**config.mk**
```make
export PLATFORM = sky130hd
export DESIGN_NAME = rt_ibex_hws_irq_sequencer
export DESIGN_NICKNAME = d
export VERILOG_FILES = /design/src/rtl/rt_ibex_hws_irq_sequencer.sv
export SDC_FILE = /design/constraint.sdc
export NUM_CORES = 1
export LEC_CHECK = 0
export ABC_CLOCK_PERIOD_IN_PS = 4890
export BUFFER_PORTS_ARGS = -buffer_cell sky130_fd_sc_hd__buf_2
export CORE_UTILIZATION = 41
export CTS_CLUSTER_SIZE = 24
export DETAILED_ROUTE_END_ITERATION = 12
export SETUP_SLACK_MARGIN = 0.05
export SKIP_LAST_GASP = 1
export SLEW_MARGIN = 10
export SYNTH_ARGS = -nofsm -noshare
export SYNTH_HDL_FRONTEND = slang
export SYNTH_SLANG_ARGS = --single-unit
```
**constraint.sdc**
```tcl
create_clock -name clk_i -period 4.89 [get_ports clk_i]
set_input_delay 0.2445 -clock clk_i [delete_from_list [all_inputs] [get_ports clk_i]]
set_output_delay 0.2445 -clock clk_i [all_outputs]
set_load 0.05 [all_outputs]
```
**src/rtl/rt_ibex_hws_irq_sequencer.sv**
```systemverilog
// rt_ibex_hws_irq_sequencer
//
// Interrupt-context sequencer for RT-IBEX. It decides when the hardware stacking
// unit performs a SAVE (interrupt entry) or a RESTORE (interrupt return) and runs
// that unit's start/mode/ack handshake. It also keeps a small stack of the levels
// of nested handlers. On mret it can tail-chain straight into a pending interrupt,
// which skips the RESTORE+SAVE pair.
//
// Ports
//   clk_i, rst_ni          clock, asynchronous active-low reset
//   irq_req_i/id/level     pending interrupt (level 0 = no interrupt)
//   irq_ack_o              pulse: pending interrupt has been taken
//   mret_i                 pulse: mret accepted in ID
//   core_stall_o           hold fetch/ID while a stacking op is in flight
//   handler_go_o/id_o      pulse: redirect to the handler of handler_id_o
//   return_go_o            pulse: restore finished, resume at mepc
//   hws_start_o/mode_o     start pulse and SAVE(0)/RESTORE(1) mode to stacking unit
//   hws_ack_o, hws_done_i  completion handshake with the stacking unit
//   cur_level_o, depth_o   level of running handler and current nesting depth
//   err_o                  pulse: mret seen with no active handler
module rt_ibex_hws_irq_sequencer #(
  parameter int MAX_NEST = 4,
  parameter int LVL_W    = 8,
  parameter int ID_W     = 5,
  localparam int DEPTH_W = $clog2(MAX_NEST + 1)
) (
  input  logic               clk_i,
  input  logic               rst_ni,
  input  logic               irq_req_i,
  input  logic [ID_W-1:0]    irq_id_i,
  input  logic [LVL_W-1:0]   irq_level_i,
  output logic               irq_ack_o,
  input  logic               mret_i,
  output logic               core_stall_o,
  output logic               handler_go_o,
  output logic [ID_W-1:0]    handler_id_o,
  output logic               return_go_o,
  output logic               hws_start_o,
  output logic               hws_mode_o,
  output logic               hws_ack_o,
  input  logic               hws_done_i,
  output logic [LVL_W-1:0]   cur_level_o,
  output logic [DEPTH_W-1:0] depth_o,
  output logic               err_o
);

  localparam int   IDX_W        = (MAX_NEST > 1) ? $clog2(MAX_NEST) : 1;
  localparam logic MODE_SAVE    = 1'b0;
  localparam logic MODE_RESTORE = 1'b1;

  typedef enum logic [2:0] {
    ST_IDLE,
    ST_SAVE_REQ,
    ST_SAVE_WAIT,
    ST_HS_ACK,
    ST_RUN,
    ST_RST_REQ,
    ST_RST_WAIT
  } state_e;

  state_e              state_q, state_d;
  logic [DEPTH_W-1:0]  depth_q, depth_d;
  logic [LVL_W-1:0]    stack_q [MAX_NEST];
  logic [LVL_W-1:0]    stack_d [MAX_NEST];
  logic [ID_W-1:0]     lat_id_q, lat_id_d;
  logic [LVL_W-1:0]    lat_lvl_q, lat_lvl_d;
  logic                chain_q, chain_d;

  logic                irq_ack_q, irq_ack_d;
  logic                stall_q, stall_d;
  logic                go_q, go_d;
  logic [ID_W-1:0]     hid_q, hid_d;
  logic                ret_q, ret_d;
  logic                start_q, start_d;
  logic                mode_q, mode_d;
  logic                hack_q, hack_d;
  logic                err_q, err_d;

  logic [IDX_W-1:0]    top_idx, prev_idx, push_idx;
  logic [LVL_W-1:0]    cur_level, prev_level;
  logic                irq_valid, can_push;

  assign top_idx    = IDX_W'(depth_q - DEPTH_W'(1));
  assign prev_idx   = IDX_W'(depth_q - DEPTH_W'(2));
  assign push_idx   = IDX_W'(depth_q);
  assign cur_level  = (depth_q == '0) ? '0 : stack_q[top_idx];
  // Level the core would return to if the current handler exits.
  assign prev_level = (depth_q <= DEPTH_W'(1)) ? '0 : stack_q[prev_idx];
  assign irq_valid  = irq_req_i && (irq_level_i != '0);
  assign can_push   = depth_q < DEPTH_W'(MAX_NEST);

  always_comb begin
    state_d   = state_q;
    depth_d   = depth_q;
    stack_d   = stack_q;
    lat_id_d  = lat_id_q;
    lat_lvl_d = lat_lvl_q;
    chain_d   = chain_q;
    irq_ack_d = 1'b0;
    go_d      = 1'b0;
    hid_d     = hid_q;
    ret_d     = 1'b0;
    start_d   = 1'b0;
    mode_d    = mode_q;
    hack_d    = 1'b0;
    // In RUN the depth is always non-zero, so this only fires outside RUN.
    err_d     = mret_i && (depth_q == '0);

    unique case (state_q)
      ST_IDLE: begin
        if (irq_valid) begin
          irq_ack_d = 1'b1;
          lat_id_d  = irq_id_i;
          lat_lvl_d = irq_level_i;
          state_d   = ST_SAVE_REQ;
        end
      end
      ST_SAVE_REQ: begin
        start_d = 1'b1;
        mode_d  = MODE_SAVE;
        state_d = ST_SAVE_WAIT;
      end
      ST_SAVE_WAIT: begin
        if (hws_done_i) begin
          hack_d = 1'b1;
          if (can_push) begin
            stack_d[push_idx] = lat_lvl_q;
            depth_d           = depth_q + DEPTH_W'(1);
          end
          state_d = ST_HS_ACK;
        end
      end
      ST_HS_ACK: begin
        // hws_done_i may still be high here; it is deliberately not looked at.
        if (mode_q == MODE_SAVE) begin
          go_d    = 1'b1;
          hid_d   = lat_id_q;
          state_d = ST_RUN;
        end else begin
          if (depth_q != '0) begin
            stack_d[top_idx] = '0;
            depth_d          = depth_q - DEPTH_W'(1);
          end
          ret_d   = 1'b1;
          state_d = (depth_q > DEPTH_W'(1)) ? ST_RUN : ST_IDLE;
        end
      end
      ST_RUN: begin
        if (chain_q) begin
          // Second half of a tail-chain: enter the new handler.
          chain_d = 1'b0;
          go_d    = 1'b1;
          hid_d   = lat_id_q;
        end else if (mret_i) begin
          if (irq_req_i && (irq_level_i > prev_level)) begin
            // Tail-chain: the saved context stays on the stack, only the
            // level of the top entry changes.
            irq_ack_d        = 1'b1;
            lat_id_d         = irq_id_i;
            stack_d[top_idx] = irq_level_i;
            chain_d          = 1'b1;
          end else begin
            state_d = ST_RST_REQ;
          end
        end else if (irq_valid && (irq_level_i > cur_level) && can_push) begin
          irq_ack_d = 1'b1;
          lat_id_d  = irq_id_i;
          lat_lvl_d = irq_level_i;
          state_d   = ST_SAVE_REQ;
        end
      end
      ST_RST_REQ: begin
        start_d = 1'b1;
        mode_d  = MODE_RESTORE;
        state_d = ST_RST_WAIT;
      end
      ST_RST_WAIT: begin
        if (hws_done_i) begin
          hack_d  = 1'b1;
          state_d = ST_HS_ACK;
        end
      end
      default: state_d = ST_IDLE;
    endcase

    stall_d = (state_d == ST_SAVE_REQ) || (state_d == ST_SAVE_WAIT) ||
              (state_d == ST_HS_ACK)   || (state_d == ST_RST_REQ)   ||
              (state_d == ST_RST_WAIT);
  end

  always_ff @(posedge clk_i or negedge rst_ni) begin
    if (!rst_ni) begin
      state_q   <= ST_IDLE;
      depth_q   <= '0;
      for (int i = 0; i < MAX_NEST; i++) stack_q[i] <= '0;
      lat_id_q  <= '0;
      lat_lvl_q <= '0;
      chain_q   <= 1'b0;
      irq_ack_q <= 1'b0;
      stall_q   <= 1'b0;
      go_q      <= 1'b0;
      hid_q     <= '0;
      ret_q     <= 1'b0;
      start_q   <= 1'b0;
      mode_q    <= MODE_SAVE;
      hack_q    <= 1'b0;
      err_q     <= 1'b0;
    end else begin
      state_q   <= state_d;
      depth_q   <= depth_d;
      stack_q   <= stack_d;
      lat_id_q  <= lat_id_d;
      lat_lvl_q <= lat_lvl_d;
      chain_q   <= chain_d;
      irq_ack_q <= irq_ack_d;
      stall_q   <= stall_d;
      go_q      <= go_d;
      hid_q     <= hid_d;
      ret_q     <= ret_d;
      start_q   <= start_d;
      mode_q    <= mode_d;
      hack_q    <= hack_d;
      err_q     <= err_d;
    end
  end

  assign irq_ack_o    = irq_ack_q;
  assign core_stall_o = stall_q;
  assign handler_go_o = go_q;
  assign handler_id_o = hid_q;
  assign return_go_o  = ret_q;
  assign hws_start_o  = start_q;
  assign hws_mode_o   = mode_q;
  assign hws_ack_o    = hack_q;
  assign cur_level_o  = cur_level;
  assign depth_o      = depth_q;
  assign err_o        = err_q;

endmodule

```
==> run metrics, run 1 <==
status completed; Clock Sinks 65; register cell area after layout about 1600 sq um; post-synth top area cell dfrtp_1; Cells after Synth 388; post-cts resize count 0; WP buf/inv 2; TritonCTS clock tree built; syn_nets between 400 and 500; CTS root buf clkbuf_8; Area contributors post-synth dfrtp_1, ha_1, mux4_2; Synth Register Bits 65; crit-path max FO 15; core area about 9400 sq um; DIE WIDTH ~100 microns; Final Non-Filler Cells 556; worst r2r path cells 12; Rel. slew slack a little over a third; Async SR Flop Fraction 100%; placed instance count 540; ant diodes 0; Clock Latency Late Sink about 0.34 ns; remaining antenna violation count 0; layout cells sized above 1 23.9%; WP data arrival between 4 and 5 ns; # hold bufs at CTS 0; Max Slew Vio Count 0; worst min path class primary input to async pin; Final Wtd Congestion 0.888; crit path time final approximately 3.8 ns; WS Path Type register to register; CP cell instances buf_4 > inv_1 > ha_1 > o21bai_1 > nand2_1 > ha_1 > nand4_1 > nand2_1 > a211oi_1 > o21ai_0 > a21oi_2 > o32ai_1; Worst Setup Start Kind register; Distinct cells, synth between 50 and 60; clock-pin slew on the worst setup and hold paths around 0.07 ns; first-pass GRT wire length 18.1 mm; postcts setup bufs 0; Synth Cell Area ~4100 sq um; Mean Syn Cell Area around 10 sq um; DP Wirelength ~7.9 mm; row count 35; Period Utilization, post-route between 70% and 80%; # DRC 0; Overall Global Routing Usage about a quarter; Initial DRT Pass Iterations 5; via count ~3400; post-DR vias/cell 6.05; Critical-path top delay cell o21bai_1; f_max roughly 260 MHz; # IOs 42; setup TNS 0 ns; initial antenna violation count 0; die area 10300 sq um; register area share after synthesis 40.0%; filler instances approximately 900; Routed WL 11.3 mm; most common flop cell mapped by yosys dfrtp_1; H-tree depth 3; Num CTS Buffers 9; Area Overhead vs Synth 12.3%; Final nets around 460; CP Data Required Time 5.08 ns; most frequent cell after synthesis dfrtp_1; RSZ-0062 raised after global routing no; Finish-stage setup viols 0; 1st-iter DRT viols approximately 350; Port Buf Inserts 41; Worst path max stage delay 0.57 ns; reg-to-reg slack, setup 1.06 ns; largest net degree at the start of global routing between 60 and 70; share of the synthesized area in the top cell type roughly 40%; Fin. Hold Viols 0; clk buf depth 2; Clock Skews about 0.0055 ns; crit-path leading delay family compound AO/OA/AOI/OAI gates; footprint of the multi-input gates between 2000 and 2500 sq um; number of flops mapped to enable cells by yosys 0; Die Y-Extent between 100 and 150 microns; Warnings, synthesis 0; Remaining Overflow, GRT 0; Worst-Margin Slew 0.969 ns; Initial Utilization a little over two fifths; r2r startpoint depth_o[1]$_DFFE_PN0P_; Max Cap Viol 0; top cells by count, synth dfrtp_1, nand2_1, ha_1; crit path capture type register; drt wl/cell 20.3 microns; vias in the first global route roughly 3300
==> cells by family (layout without fill, tap and decap cells) <==
kind of cell	after synthesis	in the layout	share of synthesized area, %
AND/OR/NAND/NOR	93	93	11.5
buffers and inverters	43	82	4.62
multiplexers	37	37	13.0
XOR/XNOR	3	3	0.646
flip-flops	65	65	40.0
AO/OA/AOI/OAI	123	123	22.8
adder cells (fa/ha/maj)	24	24	7.39
==> worst max path at each step <==
stage,startpoint,end,slack (ns),cells past startpoint
2_1_floorplan,depth_o[0]$_DFFE_PN0P_,lat_id_q[0]$_DFFE_PN0P_,0.72,15
3_3_place_gp,depth_o[0]$_DFFE_PN0P_,register,1.12,11
3_5_place_dp,depth_o[1]$_DFFE_PN0P_,register,1.14,12
4_1_cts,depth_o[1]$_DFFE_PN0P_,register,1.12,12
5_1_grt,depth_o[1]$_DFFE_PN0P_,register,0.67,12
6_report,depth_o[1]$_DFFE_PN0P_,register,1.06,12
==> layout by cell type (no fill, tap or decap), types with 8 or more instances in the layout <==
master / count
dfrtp_1: 65
buf_2: 41
nand2_1: 33
ha_1: 24
o2bb2ai_1: 22
a22oi_1: 21
inv_1: 20
nor2_1: 19
o21ai_0: 17
mux2_2: 16
a21oi_1: 12
clkbuf_8: 12
mux4_2: 9
o211ai_1: 9
and3_1: 8
a32oi_1: 8
==> layout make-up <==
| class | instances | area share (%) |
|---|---|---|
| Multi-Input combinational cell | 280 | 49.3 |
| Sequential cell | 65 | 35.6 |
| Timing Repair Buffer | 46 | 5.32 |
| Clock buffer | 14 | 3.78 |
| Tap cell | 129 | 3.53 |
| Inverter | 20 | 1.64 |
| Clock inverter | 2 | 0.767 |
==> per-stage QoR <==
stage                     util [%]  cell area [sq um]  worst slack [ns]  hold slack [ns]
after floorplan                  -               4070             0.725          -0.0511
after global placement        46.3               4360              1.12            0.479
after detailed placement      46.3               4360              1.14            0.485
after CTS                     48.5               4570              1.12            0.119
after global routing          48.5               4570             0.665            0.118
final                         48.5               4570              1.06           0.0582
==> metal layers <==
layer | wire length (microns) | share of wire, % | GRT usage, % | up-vias
met5 | 0 | 0 | 0 | -
met4 | 221 | 2.0 | 10.1 | 0
met3 | 685 | 6.1 | 4.07 | 24
met2 | 5160 | 46 | 35.8 | 122
met1 | 5210 | 46 | 33.7 | 1675
li1 | - | - | - | 1541
Power of run 1 is not shown: default switching activity piles up to over one toggle a cycle in this logic, so the estimate is an artifact.
==> run 2: changes to the inputs <==
- ABC_CLOCK_PERIOD_IN_PS: 4890 -> 4000
- clock period: 4.89 -> 4 ns (I/O delays scaled with it)
==> run metrics, run 2 (synthesized netlist as in run 1, its figures left out) <==
Num CTS Buffers 9 (unchanged); post-DR vias/cell 6.04 (was 6.05); CTS root buf clkbuf_8 (unchanged); Routed WL 11.4 mm (was 11.3 mm); f_max 282 MHz (was 261 MHz); reg-to-reg slack, setup 0.45 ns (was 1.06 ns); die area 10300 sq um (unchanged); Max Cap Viol 0 (unchanged); Area Overhead vs Synth 13.3% (was 12.3%); H-tree depth 3 (unchanged); failing checks hold timing; Worst Setup Start Kind register (unchanged); clk buf depth 2 (unchanged); core area 9420 sq um (unchanged); via count 3371 (was 3362); WS Path Type register to register (unchanged); Fin. Hold Viols 3 (was 0); Worst-Margin Slew 1.09 ns (was 0.969 ns); CP Data Required Time 4.20 ns (was 5.08 ns); vias in the first global route 3210 (was 3343); # IOs 42 (unchanged); Remaining Overflow, GRT 0 (unchanged); filler instances 896 (was 887); Critical Path Start depth_o[0]$_DFFE_PN0P_ (was depth_o[1]$_DFFE_PN0P_); Final Wtd Congestion 0.855 (was 0.888); footprint of the multi-input gates 2260 sq um (was 2250 sq um); Port Buf Inserts 41 (unchanged); crit path time final 3.55 ns (was 3.83 ns); layout cells sized above 1 25.2% (was 23.9%); Hold WS -0.00348 ns (was 0.0582 ns); Max Slew Vio Count 0 (unchanged); crit-path max FO 26 (was 15); crit-path leading delay family compound AO/OA/AOI/OAI gates (unchanged); RSZ-0062 raised after global routing no (unchanged); drt wl/cell 20.5 microns (was 20.3 microns); most frequent cells in the layout dfrtp_1, buf_2, nand2_1 (unchanged); Die Y-Extent 102 microns (unchanged); Rel. slew slack 27.6% (was 35.4%); crit path capture type register (unchanged); Clock Skews 0.0129 ns (was 0.00546 ns); worst min path class primary input to async pin (unchanged); first-pass GRT wire length 17.8 mm (was 18.1 mm); Period Utilization, post-route 88.8% (was 78.4%); status complete, but fails checks (was completed); Clock Latency Late Sink 0.35 ns (was 0.34 ns); Final nets 466 (was 464); Clock Sinks 65 (unchanged); Overall Global Routing Usage 23.6% (was 23.8%); TritonCTS clock tree built (unchanged); remaining antenna violation count 0 (unchanged); Levels on crit path 10 (was 12); row count 35 (unchanged); register cell area after layout 1630 sq um (about the same); ant diodes 0 (unchanged); DIE WIDTH 102 microns (unchanged); commonest non-fill, non-tap cell in the layout dfrtp_1 (unchanged); # DRC 0 (unchanged); worst r2r path cells 10 (was 12); r2r startpoint depth_o[0]$_DFFE_PN0P_ (was depth_o[1]$_DFFE_PN0P_); Worst path max stage delay 0.57 ns (about the same); WP data arrival 3.75 ns (was 4.03 ns); initial antenna violation count 0 (unchanged); Initial DRT Pass Iterations 5 (unchanged); postcts setup bufs 0 (unchanged); clock-pin slew on the worst setup and hold paths 0.08 ns (was 0.07 ns); DP Wirelength 8.09 mm (was 7.85 mm); setup TNS 0 ns (unchanged); CP cell instances buf_4 > mux4_2 > and2_1 > ha_1 > nand4_1 > nand2_1 > a211oi_1 > o21ai_0 > a21oi_2 > o32ai_1 (was buf_4 > inv_1 > ha_1 > o21bai_1 > nand2_1 > ha_1 > nand4_1 > nand2_1 > a211oi_1 > o21ai_0 > a21oi_2 > o32ai_1); 1st-iter DRT viols 242 (was 354); WP buf/inv 1 (was 2); Initial Utilization 43.2% (unchanged); largest net degree at the start of global routing 44 (was 66); Critical-path top delay cell mux4_2 (was o21bai_1); Finish-stage setup viols 0 (unchanged)
run 2: timing repair:
item	in CTS	in global routing
endpoints found under the setup margin	0	1
gates resized for setup	0	1
hold buffers	0	0
run 2: cell type report:
| class | count | area share, % |
|---|---|---|
| clock buffer | 10 | 2.99 |
| timing repair buffer | 48 | 5.59 |
| multi-input combinational | 280 | 49.0 |
| clock inverter | 6 | 1.96 |
| inverter | 20 | 1.63 |
| sequential | 65 | 35.3 |
| tap | 129 | 3.50 |
run 2: worst min-delay path by stage:
stage                     slack (ns)  depth (start not counted)                       to   startpoint
after floorplan                 -0.1                          0                async pin       rst_ni
after global placement          0.43                          1                async pin       rst_ni
after detailed placement        0.42                          1                async pin       rst_ni
after CTS                       0.04                          1                async pin       rst_ni
after global routing            0.06                          2  lat_id_q[1]$_DFFE_PN0P_  irq_id_i[1]
final                         -0.003                          1                async pin       rst_ni
run 2: routing by layer:
| metal | wire (microns) | track usage [%] | up-vias |
|---|---|---|---|
| li1 | - | - | 1542 |
| met4 | 210 | 9.48 | 0 |
| met3 | 815 | 6.56 | 17 |
| met5 | 0 | 0 | - |
| met1 | 5110 | 32.0 | 1682 |
| met2 | 5300 | 35.4 | 130 |
run 2: metrics by stage:
stage / hold WS [ns] / util, % / worst slack (ns) / std cells / cell area, sq um
2_1_floorplan: -0.0956 / - / 0.126 / 388 / 4070
3_3_place_gp: 0.427 / 46.5 / 0.404 / 542 / 4380
3_5_place_dp: 0.421 / 46.5 / 0.347 / 542 / 4380
4_1_cts: 0.0378 / 48.9 / 0.317 / 558 / 4600
5_1_grt: 0.0599 / 48.9 / 0.258 / 558 / 4610
6_report: -0.00348 / 48.9 / 0.450 / 558 / 4610
run 2: worst register-to-register path: cells and delay by family (launching register included):
family	cells	cell delay, ns
adder cells (fa/ha/maj)	1	0.27
buffers and inverters	1	0.33
AND/OR/NAND/NOR	3	0.33
multiplexers	1	0.57
AO/OA/AOI/OAI	4	1.49
flip-flops	1	0.41
Power of run 2 is left out for the same reason.
